<file path="src/rtl/hazard_ctrl_pkg.sv">
// hazard_ctrl_pkg -- shared pipeline definitions for the hazard controller.
//   FWD_RF / FWD_W / FWD_M : ALU operand source encodings (register file, W, M)
//   RESULT_SRC_LOAD        : resultSrcE value that marks a load in execute
//   state_t                : memory-wait FSM states {RUN, WAIT}
package hazard_ctrl_pkg;

    localparam logic [1:0] FWD_RF = 2'b00;
    localparam logic [1:0] FWD_W  = 2'b01;
    localparam logic [1:0] FWD_M  = 2'b10;

    localparam logic [1:0] RESULT_SRC_LOAD = 2'b01;

    typedef enum logic {
        RUN  = 1'b0,
        WAIT = 1'b1
    } state_t;

endpackage

</file>
<file path="src/rtl/hazard_ctrl_fwd_unit.sv">
// fwd_unit -- operand forwarding select for one execute-stage source register.
//   rs        in  5 : execute-stage source register number
//   regWriteM in  1 : memory stage will write RdM
//   RdM       in  5 : memory-stage destination
//   regWriteW in  1 : writeback stage will write RdW
//   RdW       in  5 : writeback-stage destination
//   forward   out 2 : FWD_M, FWD_W or FWD_RF
module fwd_unit
    import hazard_ctrl_pkg::*;
(
    input  logic [4:0] rs,
    input  logic       regWriteM,
    input  logic [4:0] RdM,
    input  logic       regWriteW,
    input  logic [4:0] RdW,
    output logic [1:0] forward
);

    // M is the younger producer, so it is checked first; x0 never forwards.
    always_comb begin
        if (regWriteM && (RdM != 5'd0) && (RdM == rs))
            forward = FWD_M;
        else if (regWriteW && (RdW != 5'd0) && (RdW == rs))
            forward = FWD_W;
        else
            forward = FWD_RF;
    end

endmodule

</file>
<file path="src/rtl/hazard_ctrl.sv">
// hazard_ctrl -- pipeline hazard unit: forwarding, load-use stall, branch
// flush and data-memory wait handling with a sticky timeout flag.
//   clk, rst (async, active-low)
//   Rs1D/Rs2D, Rs1E/Rs2E/RdE, resultSrcE, PCSrcE : decode/execute info
//   regWriteM/RdM, regWriteW/RdW                 : writeback intent for forwarding
//   memReqM, memReadyM                           : data memory handshake
//   stallF/D/E/M, flushD, flushE                 : pipeline register control
//   forwardAE/BE                                 : ALU operand source selects
//   memErr                                       : sticky memory-wait timeout
// Optional: define HAZARD_PERF_CNT_EN to add the saturating 32-bit
// stallCycles / flushCycles performance counters.
module hazard_ctrl
    import hazard_ctrl_pkg::*;
#(
    parameter int WAIT_TIMEOUT = 255
) (
    input  logic        clk,
    input  logic        rst,
    input  logic [4:0]  Rs1D,
    input  logic [4:0]  Rs2D,
    input  logic [4:0]  Rs1E,
    input  logic [4:0]  Rs2E,
    input  logic [4:0]  RdE,
    input  logic [1:0]  resultSrcE,
    input  logic        PCSrcE,
    input  logic        regWriteM,
    input  logic [4:0]  RdM,
    input  logic        regWriteW,
    input  logic [4:0]  RdW,
    input  logic        memReqM,
    input  logic        memReadyM,
    output logic        stallF,
    output logic        stallD,
    output logic        stallE,
    output logic        stallM,
    output logic        flushD,
    output logic        flushE,
    output logic [1:0]  forwardAE,
    output logic [1:0]  forwardBE,
    output logic        memErr
`ifdef HAZARD_PERF_CNT_EN
    ,
    output logic [31:0] stallCycles,
    output logic [31:0] flushCycles
`endif
);

    localparam int             CNT_W   = $clog2(WAIT_TIMEOUT + 1);
    localparam logic [CNT_W-1:0] CNT_MAX = CNT_W'(WAIT_TIMEOUT);

    state_t           state;
    logic [CNT_W-1:0] waitCnt;
    logic             lwStall;
    logic             memWait;
    logic [1:0]       fwdA;
    logic [1:0]       fwdB;

    fwd_unit u_fwd_a (
        .rs        (Rs1E),
        .regWriteM (regWriteM),
        .RdM       (RdM),
        .regWriteW (regWriteW),
        .RdW       (RdW),
        .forward   (fwdA)
    );

    fwd_unit u_fwd_b (
        .rs        (Rs2E),
        .regWriteM (regWriteM),
        .RdM       (RdM),
        .regWriteW (regWriteW),
        .RdW       (RdW),
        .forward   (fwdB)
    );

    // Forward selects read as register-file while reset is held.
    assign forwardAE = rst ? fwdA : FWD_RF;
    assign forwardBE = rst ? fwdB : FWD_RF;

    assign lwStall = (resultSrcE == RESULT_SRC_LOAD) && (RdE != 5'd0) &&
                     ((RdE == Rs1D) || (RdE == Rs2D));

    // Once waiting, the request is already committed; only ready ends it.
    assign memWait = (state == RUN) ? (memReqM && !memReadyM) : !memReadyM;

    // NOTE: every output gets a default at the top of the block so no path
    // leaves it unassigned, which is what keeps this from inferring latches.
    always_comb begin
        stallF = 1'b0;
        stallD = 1'b0;
        stallE = 1'b0;
        stallM = 1'b0;
        flushD = 1'b1;
        flushE = 1'b1;
        if (rst) begin
            if (memWait) begin
                // Freeze everything; a pending flush waits because the EX
                // inputs that requested it are held stable too.
                stallF = 1'b1;
                stallD = 1'b1;
                stallE = 1'b1;
                stallM = 1'b1;
                flushD = 1'b0;
                flushE = 1'b0;
            end else begin
                stallF = lwStall;
                stallD = lwStall;
                flushD = PCSrcE;
                flushE = lwStall || PCSrcE;
            end
        end
    end

    // NOTE: sequential state uses non-blocking assignments so every register
    // samples the pre-edge values regardless of statement order.
    always_ff @(posedge clk or negedge rst) begin
        if (!rst) begin
            state   <= RUN;
            waitCnt <= '0;
            memErr  <= 1'b0;
        end else begin
            case (state)
                RUN: begin
                    if (memWait) begin
                        state   <= WAIT;
                        waitCnt <= CNT_W'(1);
                    end
                end
                WAIT: begin
                    if (waitCnt == CNT_MAX)
                        memErr <= 1'b1;
                    if (memReadyM) begin
                        state   <= RUN;
                        waitCnt <= '0;
                    end else if (waitCnt != CNT_MAX) begin
                        waitCnt <= waitCnt + CNT_W'(1);
                    end
                end
                default: begin
                    state   <= RUN;
                    waitCnt <= '0;
                end
            endcase
        end
    end

`ifdef HAZARD_PERF_CNT_EN
    always_ff @(posedge clk or negedge rst) begin
        if (!rst) begin
            stallCycles <= '0;
            flushCycles <= '0;
        end else begin
            if (stallF && (stallCycles != 32'hFFFF_FFFF))
                stallCycles <= stallCycles + 32'd1;
            if (flushE && (flushCycles != 32'hFFFF_FFFF))
                flushCycles <= flushCycles + 32'd1;
        end
    end
`endif

endmodule

</file>
<file path="config.mk">
export PLATFORM = sky130hd
export DESIGN_NAME = hazard_ctrl
export DESIGN_NICKNAME = d
export VERILOG_FILES = /design/src/rtl/hazard_ctrl_pkg.sv /design/src/rtl/hazard_ctrl_fwd_unit.sv /design/src/rtl/hazard_ctrl.sv
export SDC_FILE = /design/constraint.sdc
export NUM_CORES = 1
export LEC_CHECK = 0
export CELL_PAD_IN_SITES_DETAIL_PLACEMENT = 1
export CELL_PAD_IN_SITES_GLOBAL_PLACEMENT = 1
export CORE_MARGIN = 2
export CORE_UTILIZATION = 24
export DETAILED_ROUTE_END_ITERATION = 10
export PLACE_DENSITY_LB_ADDON = 0.1
export SYNTH_ARGS = -nofsm -noshare
export SYNTH_HDL_FRONTEND = slang
export SYNTH_SLANG_ARGS = --single-unit
</file>
<file path="constraint.sdc">
create_clock -name clk -period 2.6 [get_ports clk]
set_clock_uncertainty 0.2 [all_clocks]
set_input_delay 0.78 -clock clk [delete_from_list [all_inputs] [get_ports clk]]
set_output_delay 0.78 -clock clk [all_outputs]
set_load 0.005 [all_outputs]
</file>
==> run summary, run 1 <==
====================================================================================================
Outcome ............................................................................... finished, violations left
Violations in the final reports ....................................................... setup timing
Class of the worst hold path ..........................................................      reg2reg
FFs w/ async S/R, synth ...............................................................         100%
FF-to-FF path depth ...................................................................            5
CTS root buf .......................................................................... sky130_fd_sc_hd__clkbuf_8
Maximum clock path buffer count .......................................................            2
Die Footprint .........................................................................     4640 µm²
Leftover overflow at the end of global routing ........................................            0
First-pass GRT wire length ............................................................      6220 µm
Total clock buffers created by CTS ....................................................            3
Relative slew slack ...................................................................        69.4%
I/O pin count .........................................................................           55
Number of DRC markers after the initial detailed-route iteration ......................           21
Insertion delay to the later sink of the worst-skew pair ..............................       250 ps
Number of maximum-capacitance constraint violations ...................................            0
Final RePlAce weighted congestion .....................................................        0.799
CTS H-tree lvls .......................................................................            1
WL met2 ...............................................................................      2300 µm
Arrival time of the worst setup path ..................................................      2180 ps
IO Port Bufs ..........................................................................           54
Number of vias per cell ...............................................................         4.74
Detailed Route WL .....................................................................      4010 µm
Top layer used by detailed routing ....................................................         met4
Number of enable-type register cells in the synthesized netlist .......................            0
Period utilisation layout .............................................................         121%
Worst hold margin .....................................................................       251 ps
Vias in the first global route ........................................................         1362
Final sum of negative setup slack .....................................................     -2450 ps
Routed vias ...........................................................................         1209
Pwr dens ..............................................................................   324 nW/µm²
Max-slew violations ...................................................................            0
Area added between synthesis and finish ...............................................         100%
Pin slew with the least headroom to its limit .........................................       459 ps
FP Rows ...............................................................................           23
Final-report setup violation count ....................................................            7
Chip Height ...........................................................................      68.1 µm
Final setup slack of the worst path ...................................................      -558 ps
Core ar. ..............................................................................     3970 µm²
Critical Path Source Type .............................................................   input port
Mean instance size in the synthesized netlist .........................................     8.58 µm²
Fin. Hold Viols .......................................................................            0
Most used cells in the layout excluding fill and tap cells ............................ sky130_fd_sc_hd__buf_4 (32), sky130_fd_sc_hd__xor2_1 (22), sky130_fd_sc_hd__buf_2 (15)
Count of antenna diodes in the layout .................................................            0
Hold-fix buffers at CTS ...............................................................            0
Flip-flop and latch area ..............................................................      250 µm²
Post-DP HPWL ..........................................................................      3130 µm
Sequential cell area fraction in the yosys report .....................................        25.3%
Synth cell types ......................................................................           40
P_leak ................................................................................  0.000922 µW
Final standard cell utilization of the core ...........................................        49.8%
Total number of yosys warnings ........................................................            0
Clock-pin slew reported for the worst setup and hold paths after clock tree synthesis .        50 ps
Number of synthesized register bits ...................................................           10
Worst setup path category .............................................................       in2out
DRT antenna net count .................................................................            0
Initial core utilization ..............................................................        24.9%
Number of iterations in the first detailed-routing pass ...............................            4
Synthesized area ......................................................................      987 µm²
Maximum vdd drop ......................................................................     0.177 mV
Total GRT Usage .......................................................................        18.5%
Layout cells sized above 1 ............................................................        48.3%
Synth Flop Type ....................................................................... sky130_fd_sc_hd__dfrtp_1
Post-layout net count .................................................................          251
Post-route met1 wirelength ............................................................      1440 µm
Remaining routing DRC violations ......................................................            0
Worst Path Max Fanout .................................................................            2
Hold Path Cell Cnt ....................................................................            1
RSZ-0062 raised after global routing ..................................................         true
Most common library cell in the layout ignoring fill and taps ......................... sky130_fd_sc_hd__buf_4
Number of sinks handled by clock tree synthesis .......................................           10
Power Total ...........................................................................       642 µW
Average routed wire per standard cell .................................................      15.7 µm
Antenna violations before repair ......................................................            0
Cells after synthesis .................................................................          115
Crit path time final ..................................................................      3160 ps
Met3 wire length ......................................................................       209 µm
Die outline width .....................................................................      68.1 µm
TritonCTS clock tree ..................................................................         done
Max Clk Rate ..........................................................................      317 MHz
Crit end category ..................................................................... primary output
Number of filler cells placed in the layout ...........................................          469
Largest net degree at the start of global routing .....................................           13
Req. time, crit path ..................................................................      1620 ps
Area of the multi-input gates .........................................................      877 µm²
Syn_nets ..............................................................................          160
====================================================================================================
==> final timing paths <==
kind / from / slack (ps) / end
max: RdM[2] / -560 / forwardBE[0]
min: memErr / 250 / memErr
max reg2reg: waitCnt[0] / 640 / waitCnt[4]
min in group asynchronous: rst / 450 / memErr
max in group asynchronous: rst / 1590 / waitCnt[3]
min reg2reg: memErr / 250 / memErr
==> sequential cells by signal (all words and copies together) (netlist names) <==
| register | flops |
|---|---|
| memErr | 1 |
| waitCnt | 8 |
| state | 1 |
==> synth_stat cells (all sizes together) (3+ instances only) <==
library cell	count	area, µm²
nand3	5	25.0
nor2	7	26.3
or4	5	37.5
nor3	4	20.0
a21o	3	22.5
xnor2	7	61.3
o21ai	4	23.8
nor4	4	37.5
xor2	24	210
dfrtp	10	250
inv	3	11.3
a21oi	4	20.0
nand2	7	26.3
==> critical path: stages <==
cell and delay, ps:
sky130_fd_sc_hd__buf_6 90, sky130_fd_sc_hd__or4_4 530, sky130_fd_sc_hd__o21ai_4 160, sky130_fd_sc_hd__buf_6 130, sky130_fd_sc_hd__nor4_4 40, sky130_fd_sc_hd__buf_4 150
sky130_fd_sc_hd__nor4_4 140, sky130_fd_sc_hd__buf_2 150
==> per-layer routing <==
metal | vias up | track usage [%]
met5 | - | 0
met2 | 36 | 38.0
met4 | 0 | 4.25
met1 | 570 | 18.3
met3 | 6 | 4.28
li1 | 597 | -
==> what timing repair did <==
| action | in CTS | in global routing |
|---|---|---|
| pin swaps | 31 | 11 |
| gates resized for setup | 165 | 37 |
| setup endpoints to repair | 10 | 10 |
| setup buffers | 8 | 1 |
| hold endpoints to repair | 0 | 0 |
==> cells by family after synthesis <==
group                    synth area share (%)
adder cells (fa/ha/maj)                  1.27
AND/OR/NAND/NOR                          26.1
AO/OA/AOI/OAI                            17.1
flip-flops                               25.3
buffers and inverters                    2.66
XOR/XNOR                                 27.5
==> final cells by class <==
type	count	area share (%)
inverters	3	0.569
clock buffers	4	2.78
multi-input cells	100	44.3
repair buffers	88	36.5
flip-flops and latches	10	12.7
well taps	50	3.16
==> power by group <==
group	internal, µW	total (µW)	switching (µW)
logic	138	252	114
registers	168	186	17.3
clock network	134	204	69.8
total	441	642	201
==> metrics by stage <==
step	std cells	setup WS, ps	cell area, µm²
CTS	254	-575	1950
detailed placement	242	-1270	1800
global route	255	-603	1980
floorplan	115	-140	1020
finish	255	-558	1980
global placement	242	-1190	1800
Note: power is estimated with default switching activity, not from simulation.
==> inputs of run 2 (changes only) <==
--- a/config.mk
+++ b/config.mk
@@ -10,6 +10,7 @@
 export CORE_MARGIN = 2
 export CORE_UTILIZATION = 24
 export DETAILED_ROUTE_END_ITERATION = 10
+export MAX_ROUTING_LAYER = met4
 export PLACE_DENSITY_LB_ADDON = 0.1
 export SYNTH_ARGS = -nofsm -noshare
 export SYNTH_HDL_FRONTEND = slang
==> run 2 against run 1 <==
Net effect:
- the flow still finishes with violations (setup timing)
- critical path type unchanged
- clock power about the same
- cell count stayed put
- sequential power barely moved
- wire length about the same
- flip-flop and latch count unchanged
==> run summary, run 2 (synthesis gave the netlist of run 1 again) <==
====================================================================================================
Core ar. ..............................................................................     3970 µm²   unchanged
TritonCTS clock tree ..................................................................         done
Worst Path Max Fanout .................................................................            2   unchanged
Critical Path Source Type .............................................................   input port
Die outline width .....................................................................      68.1 µm   unchanged
Remaining routing DRC violations ......................................................            0   unchanged
Relative slew slack ...................................................................        69.4%   about the same
Worst setup path category .............................................................       in2out
Number of sinks handled by clock tree synthesis .......................................           10   unchanged
Class of the worst hold path ..........................................................      reg2reg
Routed vias ...........................................................................         1209   unchanged
CTS H-tree lvls .......................................................................            1   unchanged
Maximum vdd drop ......................................................................     0.177 mV   about the same
Max Clk Rate ..........................................................................      317 MHz   about the same
Layout cells sized above 1 ............................................................        48.3%   unchanged
CTS root buf .......................................................................... sky130_fd_sc_hd__clkbuf_8
Pin slew with the least headroom to its limit .........................................       459 ps   -0.0170 ps
Final-report setup violation count ....................................................            7   unchanged
Outcome ............................................................................... finished, violations left
Total clock buffers created by CTS ....................................................            3   unchanged
Fin. Hold Viols .......................................................................            0   unchanged
Final RePlAce weighted congestion .....................................................        0.810   +1.4%
Antenna violations before repair ......................................................            0   unchanged
Post-layout net count .................................................................          251   unchanged
Max-slew violations ...................................................................            0   unchanged
Largest net degree at the start of global routing .....................................           13   unchanged
P_leak ................................................................................  0.000922 µW   unchanged
Arrival time of the worst setup path ..................................................      2180 ps   about the same
Final sum of negative setup slack .....................................................     -2450 ps   +3.24 ps
Violations in the final reports ....................................................... setup timing
Insertion delay to the later sink of the worst-skew pair ..............................       250 ps   about the same
RSZ-0062 raised after global routing ..................................................         true
Detailed Route WL .....................................................................      4010 µm   about the same
Number of maximum-capacitance constraint violations ...................................            0   unchanged
Most used cells in the layout excluding fill and tap cells ............................ sky130_fd_sc_hd__buf_4 (32), sky130_fd_sc_hd__xor2_1 (22), sky130_fd_sc_hd__buf_2 (15)
Maximum clock path buffer count .......................................................            2   unchanged
I/O pin count .........................................................................           55   unchanged
Register ranked first by flip-flop count ..............................................      waitCnt
Number of iterations in the first detailed-routing pass ...............................            4   unchanged
Clock-pin slew reported for the worst setup and hold paths after clock tree synthesis .        50 ps   about the same
Crit path time final ..................................................................      3160 ps   -0.579 ps
Hold-fix buffers at CTS ...............................................................            0   unchanged
Initial core utilization ..............................................................        24.9%   unchanged
Area added between synthesis and finish ...............................................         100%   unchanged
Leftover overflow at the end of global routing ........................................            0   unchanged
Pwr dens ..............................................................................   324 nW/µm²   about the same
Count of antenna diodes in the layout .................................................            0   unchanged
Cell Count, Final, Fillers Out ........................................................          255   unchanged
Cells after DPL .......................................................................          242   unchanged
Final setup slack of the worst path ...................................................      -557 ps   +0.579 ps
Most common library cell in the layout ignoring fill and taps ......................... sky130_fd_sc_hd__buf_4
Req. time, crit path ..................................................................      1620 ps   about the same
Number of vias per cell ...............................................................         4.74   unchanged
Post-DP HPWL ..........................................................................      3130 µm   unchanged
Period utilisation layout .............................................................         121%   about the same
Flip-flop count of the largest register, all copies and words added ...................            8   unchanged
Die Footprint .........................................................................     4640 µm²   unchanged
Crit end category ..................................................................... primary output
FP Rows ...............................................................................           23   unchanged
IO Port Bufs ..........................................................................           54   unchanged
Average routed wire per standard cell .................................................      15.7 µm   about the same
Number of filler cells placed in the layout ...........................................          469   unchanged
Total GRT Usage .......................................................................        19.0%   +0.52 points
First-pass GRT wire length ............................................................      6220 µm   -0.11%
Biggest registers after layout ........................................................ waitCnt (8), memErr (1), state (1)
DRT antenna net count .................................................................            0   unchanged
Number of DRC markers after the initial detailed-route iteration ......................           18   -14%
Chip Height ...........................................................................      68.1 µm   unchanged
Vias in the first global route ........................................................         1362   unchanged
====================================================================================================
[run 2: cell type report]
cell class                      instances  area (µm²)  share of cell area [%]
Clock buffer                            4        55.1                    2.78
Multi-Input combinational cell        100         877                    44.3
Tap cell                               50        62.6                    3.16
Timing Repair Buffer                   88         722                    36.5
Sequential cell                        10         250                    12.7
Inverter                                3        11.3                   0.569
[run 2: path summary, 6_finish.rpt]
check	from	to	slack, ps	depth (start not counted)
worst max register to register	waitCnt[0]	waitCnt[4]	640	5
worst min register to register	memErr	memErr	250	1
min in group asynchronous	rst	memErr	450	3
worst max-delay path	RdM[2]	forwardBE[0]	-560	8
worst min-delay path	memErr	memErr	250	1
max in group asynchronous	rst	waitCnt[3]	1590	3
[run 2: metrics by stage]
stage / setup slack, ps / utilization, % / total power, µW / hold WS (ps) / area (µm²)
floorplan: -140 / - / 267 / 251 / 1020
global placement: -1190 / 45.2 / 410 / 242 / 1800
detailed placement: -1270 / 45.2 / 419 / 248 / 1800
CTS: -575 / 49.1 / 638 / 257 / 1950
global route: -603 / 49.8 / 678 / 289 / 1980
finish: -557 / 49.8 / 642 / 251 / 1980
[run 2: layer usage]
layer | vias up | track usage (%) | routed length (µm) | part of all wire, %
li1 | 597 | - | - | -
met1 | 570 | 18.3 | 1440 | 36
met2 | 36 | 38.0 | 2300 | 57
met3 | 6 | 4.28 | 207 | 5.2
met4 | 0 | 4.25 | 70 | 1.7
met5 | - | - | 0 | 0
[run 2: repair_timing]
action / 4_1_cts / 5_1_grt
setup endpoints to repair: 10 / 10
setup buffers: 8 / 1
pin swaps: 31 / 11
gates resized for setup: 165 / 37
[run 2: worst max-delay path, cell delays in order]
cell	delay, ps
sky130_fd_sc_hd__buf_6	90
sky130_fd_sc_hd__or4_4	530
sky130_fd_sc_hd__o21ai_4	160
sky130_fd_sc_hd__buf_6	130
sky130_fd_sc_hd__nor4_4	40
sky130_fd_sc_hd__buf_4	150
sky130_fd_sc_hd__nor4_4	140
sky130_fd_sc_hd__buf_2	150
[run 2: report_power, final]
group	switching [µW]	total [µW]	internal (µW)
Sequential	17.3	186	168
Clock	69.6	203	134
Combinational	114	252	138
==> inputs of run 3 (changes only) <==
--- a/config.mk
+++ b/config.mk
@@ -9,6 +9,7 @@
 export CELL_PAD_IN_SITES_GLOBAL_PLACEMENT = 1
 export CORE_MARGIN = 2
 export CORE_UTILIZATION = 24
+export CTS_CLUSTER_SIZE = 24
 export DETAILED_ROUTE_END_ITERATION = 10
 export MAX_ROUTING_LAYER = met4
 export PLACE_DENSITY_LB_ADDON = 0.1
==> results of run 3 <==
No change in the layout: final DEF, timing and power equal those of run 2.
